### src/rtl/spi_slave_fsm_if.sv
// SPI pins plus received-byte and FSM-state outputs of spi_slave_fsm.
// master drives the SPI wires; slave is the spi_slave_fsm side.
interface spi_slave_fsm_if;
   logic       sclk;
   logic       cs_n;
   logic       mosi;
   logic       miso;
   logic       rx_dv;
   logic [7:0] rx_byte;
   logic [7:0] state;
   logic       state_en;

   modport master (
      output sclk, cs_n, mosi,
      input  miso, rx_dv, rx_byte, state, state_en
   );

   modport slave (
      input  sclk, cs_n, mosi,
      output miso, rx_dv, rx_byte, state, state_en
   );
endinterface

### src/rtl/spi_slave_fsm.sv
// SPI slave with a Moore "101" detector fed by bit 0 of each byte.
// Define SPI_MISO_TRISTATE_EN to float MISO while chip select is high.
module spi_slave_fsm #(
   parameter int SPI_MODE = 0
) (
   input logic              clk,
   input logic              rst,
   spi_slave_fsm_if.slave   bus
);

   localparam logic [1:0] MODE = SPI_MODE[1:0];
   localparam logic       CPOL = MODE[1];
   localparam logic       CPHA = MODE[0];

   typedef enum logic [1:0] {
      S0 = 2'd0,
      S1 = 2'd1,
      S2 = 2'd2,
      S3 = 2'd3
   } state_t;

   logic [2:0] sclk_q;
   logic [2:0] cs_q;
   logic [1:0] mosi_q;

   logic       sclk_rise;
   logic       sclk_fall;
   logic       lead_e;
   logic       trail_e;
   logic       sample_e;
   logic       shift_e;
   logic       cs_s;
   logic       cs_fall;
   logic       mosi_s;

   logic [2:0] bit_cnt;
   logic [7:0] rx_sr;
   logic [7:0] rx_byte;
   logic       rx_dv;

   state_t     state_q;
   state_t     state_d;
   logic [7:0] state_out;
   logic       state_en;

   logic [7:0] tx_byte;
   logic [7:0] load_val;
   logic [7:0] tx_sr;
   logic [2:0] tx_cnt;
   logic       miso_r;
   logic       tx_bit;

   // two-flop synchronisers; the third sclk/cs flop is the edge history
   always_ff @(posedge clk) begin
      if (rst) begin
         sclk_q <= {3{CPOL}};
         cs_q   <= 3'b111;
         mosi_q <= 2'b00;
      end else begin
         sclk_q <= {sclk_q[1:0], bus.sclk};
         cs_q   <= {cs_q[1:0], bus.cs_n};
         mosi_q <= {mosi_q[0], bus.mosi};
      end
   end

   always_comb begin
      sclk_rise = sclk_q[1] & ~sclk_q[2];
      sclk_fall = ~sclk_q[1] & sclk_q[2];
      lead_e    = CPOL ? sclk_fall : sclk_rise;
      trail_e   = CPOL ? sclk_rise : sclk_fall;
      sample_e  = CPHA ? trail_e : lead_e;
      shift_e   = CPHA ? lead_e : trail_e;
      cs_s      = cs_q[1];
      cs_fall   = cs_q[2] & ~cs_q[1];
      mosi_s    = mosi_q[1];
   end

   always_ff @(posedge clk) begin
      if (rst) begin
         bit_cnt <= 3'd0;
         rx_sr   <= 8'h00;
         rx_byte <= 8'h00;
         rx_dv   <= 1'b0;
      end else begin
         rx_dv <= 1'b0;
         if (cs_s) begin
            bit_cnt <= 3'd0;
            rx_sr   <= 8'h00;
         end else if (sample_e) begin
            rx_sr   <= {rx_sr[6:0], mosi_s};
            bit_cnt <= bit_cnt + 3'd1;
            if (bit_cnt == 3'd7) begin
               rx_byte <= {rx_sr[6:0], mosi_s};
               rx_dv   <= 1'b1;
            end
         end
      end
   end

   always_ff @(posedge clk) begin
      if (rst) begin
         state_q  <= S0;
         state_en <= 1'b0;
      end else begin
         state_q  <= state_d;
         state_en <= rx_dv;
      end
   end

   // 8'hFF is the state query and never advances the detector
   always_comb begin
      state_d = state_q;
      if (rx_dv && (rx_byte != 8'hFF)) begin
         unique case (state_q)
            S0: state_d = rx_byte[0] ? S1 : S0;
            S1: state_d = rx_byte[0] ? S1 : S2;
            S2: state_d = rx_byte[0] ? S3 : S0;
            S3: state_d = rx_byte[0] ? S1 : S2;
            default: state_d = S0;
         endcase
      end
   end

   always_comb begin
      state_out = {6'b0, state_q};
   end

   always_ff @(posedge clk) begin
      if (rst) begin
         tx_byte <= 8'h00;
      end else if (rx_dv) begin
         tx_byte <= {6'b0, state_d};
      end
   end

   // bypass so a load racing a state update still sees the new state
   always_comb begin
      load_val = rx_dv ? {6'b0, state_d} : tx_byte;
   end

   always_ff @(posedge clk) begin
      if (rst) begin
         tx_sr  <= 8'h00;
         tx_cnt <= 3'd0;
         miso_r <= 1'b0;
      end else if (cs_s) begin
         tx_cnt <= 3'd0;
         miso_r <= 1'b0;
      end else if (cs_fall) begin
         tx_sr  <= load_val;
         tx_cnt <= 3'd0;
         miso_r <= 1'b0;
      end else if (shift_e) begin
         tx_cnt <= tx_cnt + 3'd1;
         if (CPHA) begin
            miso_r <= tx_sr[7];
         end
         if (tx_cnt == 3'd7) begin
            tx_sr <= load_val;
         end else begin
            tx_sr <= {tx_sr[6:0], 1'b0};
         end
      end
   end

   // CPHA=0 presents the MSB straight after the load
   always_comb begin
      tx_bit = CPHA ? miso_r : tx_sr[7];
   end

`ifdef SPI_MISO_TRISTATE_EN
   assign bus.miso = cs_s ? 1'bz : tx_bit;
`else
   assign bus.miso = cs_s ? 1'b0 : tx_bit;
`endif

   assign bus.rx_dv    = rx_dv;
   assign bus.rx_byte  = rx_byte;
   assign bus.state    = state_out;
   assign bus.state_en = state_en;

endmodule

### src/flat_wrapper.sv
// flat-port wrapper written by rule: the top's interface ports become plain ports
module spi_slave_fsm_flat 
#(
   parameter int SPI_MODE = 0
)
  (clk, rst, bus_sclk, bus_cs_n, bus_mosi, bus_miso, bus_rx_dv, bus_rx_byte, bus_state, bus_state_en);
  spi_slave_fsm_if bus_i ();
  input logic clk;
  input logic rst;
  input wire logic [$bits(bus_i.sclk)-1:0] bus_sclk;
  input wire logic [$bits(bus_i.cs_n)-1:0] bus_cs_n;
  input wire logic [$bits(bus_i.mosi)-1:0] bus_mosi;
  output wire logic [$bits(bus_i.miso)-1:0] bus_miso;
  output wire logic [$bits(bus_i.rx_dv)-1:0] bus_rx_dv;
  output wire logic [$bits(bus_i.rx_byte)-1:0] bus_rx_byte;
  output wire logic [$bits(bus_i.state)-1:0] bus_state;
  output wire logic [$bits(bus_i.state_en)-1:0] bus_state_en;
  assign bus_i.sclk = bus_sclk;
  assign bus_i.cs_n = bus_cs_n;
  assign bus_i.mosi = bus_mosi;
  assign bus_miso = bus_i.miso;
  assign bus_rx_dv = bus_i.rx_dv;
  assign bus_rx_byte = bus_i.rx_byte;
  assign bus_state = bus_i.state;
  assign bus_state_en = bus_i.state_en;
  spi_slave_fsm #(.SPI_MODE(SPI_MODE)) u_core (.clk(clk), .rst(rst), .bus(bus_i));
endmodule
### config.mk
export PLATFORM = sky130hd
export DESIGN_NAME = spi_slave_fsm_flat
export DESIGN_NICKNAME = d
export VERILOG_FILES = /design/src/rtl/spi_slave_fsm_if.sv /design/src/rtl/spi_slave_fsm.sv /design/src/flat_wrapper.sv
export SDC_FILE = /design/constraint.sdc
export NUM_CORES = 1
export LEC_CHECK = 0
export BUFFER_PORTS_ARGS = -buffer_cell sky130_fd_sc_hd__buf_2
export CELL_PAD_IN_SITES_DETAIL_PLACEMENT = 1
export CELL_PAD_IN_SITES_GLOBAL_PLACEMENT = 1
export CORE_AREA = 2 2 72 74
export CTS_CLUSTER_SIZE = 16
export DETAILED_ROUTE_END_ITERATION = 7
export DIE_AREA = 0 0 74 76
export PLACE_DENSITY_LB_ADDON = 0.1
export SYNTH_ARGS = -nofsm -noshare
export SYNTH_HDL_FRONTEND = slang
export SYNTH_SLANG_ARGS = --single-unit
### constraint.sdc
create_clock -name clk -period 3.16 [get_ports clk]
set_input_delay 0.316 -clock clk [delete_from_list [all_inputs] [get_ports clk]]
set_output_delay 0.316 -clock clk [all_outputs]
set_load 0.1 [all_outputs]
**Word level (Yosys, flattened, before mapping)**

Index checks and enable logic that the tools add are counted.

- Register bits after elaboration: 49
- Bits of input ports: 5

- Reductions and logical operators: 9
- $add $sub $neg: 2
- Mux-type cells: 11
- Bitwise logic cells: 7
- Eq/ne operators: 6

Operator list:

| kind | number |
|---|---|
| 2-to-1 mux 8 bit | 4 |
| != test 8 bit (second input constant) | 1 |
| adder 3 x 1 -> 3 bit (second input constant) | 2 |
| == test 3 bit (second input constant) | 2 |
| 2-to-1 mux 2 bit | 3 |
| one-hot mux 2 bit (3 select lines) | 1 |
| OR reduction 3 bit | 2 |
| == test 2 bit (second input constant) | 2 |
| NOT 1 bit | 4 |
| OR reduction 2 bit | 2 |
| AND 1 bit | 3 |
| 2-to-1 mux 1 bit | 3 |
| AND reduction 3 bit | 1 |
| == test 2 x 1 -> 1 bit (second input constant) | 1 |
| logical NOT 2 bit | 1 |
| AND reduction 2 bit | 1 |
| nonzero test 2 bit | 1 |
| logical AND 1 bit | 1 |

**Longest topological paths before layout**

- Depth after elaboration: 8
- Depth in mapped cells: 6
- Depth with buffers taken out: 5

**Worst setup path after synthesis**

Ideal clock, no wire load.

- Kind: register -> register
- From: register u_core.rx_byte[5] (netlist: u_core.bus.rx_byte[5])
- To: register u_core.tx_sr[1]
- Path buffers: 0
- Path slack: 1.078 ns
- Clock period less this slack: 2.082 ns
- Library setup time: 0.134 ns
- Stages on the path, launching flop included: 5
- Data required time: 3.026 ns
- Arrival time: 1.948 ns
- Path through: dfxtp_1 > nand4_1 > or3_1 > a31oi_1 > o221ai_1

- Word-level cells in the longest chain between the ends: 7

Ends and longest elaborated chain:

| item | line | source |
|---|---|---|
| from (decl) | spi_slave_fsm.sv:38 | `logic [7:0] rx_byte;` |
| from (signal assigned) | spi_slave_fsm.sv:93 | `rx_byte <= {rx_sr[6:0], mosi_s};` |
| != test 8 bit * | spi_slave_fsm.sv:113 | `if (rx_dv && (rx_byte != 8'hFF)) begin` |
| logical AND 1 bit * | spi_slave_fsm.sv:113 |  |
| 2-to-1 mux 2 bit * | spi_slave_fsm.sv:113 |  |
| 2-to-1 mux 8 bit * | spi_slave_fsm.sv:138 | `load_val = rx_dv ? {6'b0, state_d} : tx_byte;` |
| 2-to-1 mux 8 bit | spi_slave_fsm.sv:158 | `if (tx_cnt == 3'd7) begin` |
| 2-to-1 mux 8 bit | spi_slave_fsm.sv:153 | `end else if (shift_e) begin` |
| 2-to-1 mux 8 bit * | spi_slave_fsm.sv:149 | `end else if (cs_fall) begin` |
| to (signal assigned) | spi_slave_fsm.sv:150 | `tx_sr <= load_val;` |
| to (signal assigned) | spi_slave_fsm.sv:159 | `tx_sr <= load_val;` |
| to (signal assigned) | spi_slave_fsm.sv:161 | `tx_sr <= {tx_sr[6:0], 1'b0};` |
| to (decl) | spi_slave_fsm.sv:48 | `logic [7:0] tx_sr;` |

Every way passes the cells marked *; elsewhere a longest branch is shown, timed or not. The select of a mux whose other input is x is not followed.
A chain may end at the register's enable or synchronous reset.

**Worst setup path after layout**

- From: register u_core.rx_dv (netlist: u_core.bus.rx_dv)
- To: output port bus_rx_dv

RTL lines:

| item | line | source |
|---|---|---|
| from (decl) | spi_slave_fsm.sv:39 | `logic rx_dv;` |
| from (signal assigned) | spi_slave_fsm.sv:83 | `rx_dv <= 1'b0;` |
| from (signal assigned) | spi_slave_fsm.sv:85 | `rx_dv <= 1'b0;` |
| from (signal assigned) | spi_slave_fsm.sv:94 | `rx_dv <= 1'b1;` |
| to (decl) | flat_wrapper.sv:14 | `output wire logic [$bits(bus_i.rx_dv)-1:0] bus_rx_dv;` |

No word-level cell between the ends.

==> flow_summary.json <==
{
  "cts.path.max_buffers": 2,
  "max_slew_margin": 0.497,
  "status": "completed",
  "clkSinkCount": 49,
  "hp-class": "in2reg",
  "synth-seq-cells": 49,
  "grt_usage": 0.148,
  "max_freq_mhz": 543,
  "crit_chain": "buf_2",
  "reg2reg_depth": 4,
  "worstPathArrival_ps": 1520,
  "clock-root-buffer": "clkbuf_8",
  "postSynthAreaPerCell_um2": 9.05,
  "fin_crit_ps": 1840,
  "skew_ps": 6.67,
  "yosysTopAreaCell": "dfxtp_1",
  "grt.overflow.total": 0,
  "async_flop_share": 0,
  "p_leak_nw": 0.750,
  "ys_seq_area_frac": 0.521,
  "postCtsHoldBufs": 0,
  "peakVddDrop_mv": 0.208,
  "final_cell_area_mm2": 0.00205,
  "antennaDiodeCount": 0,
  "critPathTopFamily": "flip-flops",
  "cts_tree": "built",
  "dpl_cell_area_mm2": 0.00197,
  "r2r_setup_slack_ps": 1360,
  "finalSetupViolations": 0,
  "postCtsSetupBuffers": 0,
  "slowest_delay_ps": 690,
  "yosys_warnings": 0,
  "timing.rr.end": "u_core.bus.rx_byte[7]$_SDFFE_PP0P_",
  "fp.dieH_um": 76,
  "antenna_found_initial": 0,
  "postCtsResizedCells": 0,
  "htreeDepth": 2,
  "place_inst": 282,
  "rows": 26,
  "power_mw": 1.03,
  "hold-worst-slack_ps": 199,
  "path_class": "reg2out",
  "pre_cts_slack_ps": 1320,
  "dieArea_mm2": 0.00562,
  "via_count": 1404,
  "p_per_area_mw_per_mm2": 503,
  "worstSetupEndpointType": "output port",
  "grt_pass1_vias": 1441,
  "dp_hpwl_um": 2620,
  "r2r_start": "u_core.sclk_q[1]$_SDFF_PP0_",
  "synth_top_area_share": 0.521,
  "clk_pin_slew_ps": 80,
  "grt_start_max_net_pins": 36,
  "cp_data_required_time_ps": 2840,
  "coreArea_mm2": 0.00491,
  "yosys-top-cells-area": "dfxtp_1, nand2_1, a21oi_1",
  "clock_latency_ps": 300,
  "drt_pass1_iterations": 4,
  "crit_cells": 1,
  "synth_edf_count": 0,
  "critical_path.endpoint": "bus_rx_dv",
  "gp_congestion": 0.721,
  "worst-path-max-fanout": 19,
  "initial_core_util": 0.383,
  "synthFlopType": "dfxtp_1",
  "ys_types": 37,
  "synth_cells": 208,
  "finalSetupTns_ps": 0,
  "fin_ws_ps": 1320,
  "drcViolationCount": 0,
  "nets": 228,
  "ant_nets": 0,
  "crit_start": "u_core.bus.rx_dv$_SDFF_PP0_",
  "drv_slew": 0,
  "io_buffers": 17,
  "cap_violations": 0,
  "syn_area_mm2": 0.00188,
  "yosysMostFrequentCell": "dfxtp_1",
  "grt_pass1_wl_um": 6480,
  "worst_pin_slew_ps": 753,
  "synth_common_cells": "dfxtp_1, nand2_1, a21oi_1",
  "avgRoutedWirePerCell_um": 13.0,
  "rsz0062_at_grt": "no",
  "cp_slowest_cell": "dfxtp_1",
  "fin_crit_sh": 0.583,
  "numCtsBuffers": 5,
  "wl_um": 3730,
  "critPathLaunchType": "register",
  "drt_iter0_markers": 56,
  "area_growth_pct": 8.64,
  "final_util": 0.416,
  "avgViaCountPerCell": 4.88,
  "dieWidth_um": 74,
  "io_pins": 24,
  "fin_cells": 288,
  "crit_buf_inv": 1,
  "finalHoldViolCount": 0,
  "drive_gt1_frac": 0.147
}
==> cell type report <==
class / count / area, µm²
Clock buffer: 5 / 68.8
Clock inverter: 1 / 5.00
Fill cell: 592 / 2870
Inverter: 3 / 11.3
Multi-Input combinational cell: 143 / 807
Sequential cell: 49 / 981
Tap cell: 70 / 87.6
Timing Repair Buffer: 17 / 85.1
==> sequential cells by signal, indices dropped and copies added, names as in the netlist <==
name and count:
u_core.tx_cnt 3, u_core.mosi_q 2, u_core.cs_q 3, u_core.state_q 2
u_core.bus.rx_dv 1, u_core.rx_sr 7, u_core.sclk_q 3, u_core.tx_byte 8
u_core.tx_sr 8, u_core.bus.rx_byte 8, u_core.bit_cnt 3, u_core.bus.state_en 1
==> cells in the final DEF (no fill, tap or decap), drive strengths merged, types with 2 or more instances in the layout <==
cell    synthesis  layout
dfxtp          49      49
nand2          44      44
a21oi          18      18
buf             9      17
nor2           13      13
nor2b          10      10
a311oi          6       6
nor3b           6       6
conb            1       6
or3b            6       6
clkbuf          9       5
mux2i           4       4
ha              4       4
nand4           3       3
nor3            3       3
inv             3       3
or3             2       2
nand2b          2       2
o21ai           2       2
xnor2           2       2
or2             2       2
==> power by group <==
part | total (mW) | internal (mW) | switching [mW] | leakage (nW)
combinational | 0.0646 | 0.0103 | 0.0543 | 0.313
sequential | 0.629 | 0.625 | 0.00410 | 0.397
clock | 0.336 | 0.146 | 0.190 | 0.0399
total | 1.03 | 0.781 | 0.249 | 0.750
==> worst min path at each step <==
stage / start / slack (ps) / cells past startpoint / endpoint
after floorplan: u_core.cs_q[0]$_SDFF_PP1_ / 390 / 1 / u_core.cs_q[1]$_SDFF_PP1_
final: bus_cs_n / 200 / 2 / u_core.cs_q[0]$_SDFF_PP1_
after CTS: bus_cs_n / 190 / 2 / u_core.cs_q[0]$_SDFF_PP1_
after global placement: u_core.cs_q[0]$_SDFF_PP1_ / 390 / 1 / u_core.cs_q[1]$_SDFF_PP1_
after global routing: bus_cs_n / 190 / 2 / u_core.cs_q[0]$_SDFF_PP1_
after detailed placement: u_core.cs_q[0]$_SDFF_PP1_ / 400 / 1 / u_core.cs_q[1]$_SDFF_PP1_
==> per-layer routing <==
| metal | vias up | share of wire | GRT usage |
|---|---|---|---|
| met1 | 674 | 0.46 | 0.177 |
| met3 | 5 | 0.030 | 0.0437 |
| li1 | 707 | - | - |
| met4 | 0 | 0.014 | 0.0582 |
| met5 | - | 0 | 0 |
| met2 | 18 | 0.49 | 0.245 |
==> logic make-up after synthesis <==
family	after synthesis	share of synthesized area
mux	4	0.0213
flops	49	0.521
xor+xnor	2	0.00930
compound gates	33	0.113
other cells	1	0.00199
fa+ha+maj	4	0.0266
buf+inv	21	0.0605
simple gates	94	0.247
(Power assumes the default switching activity.)
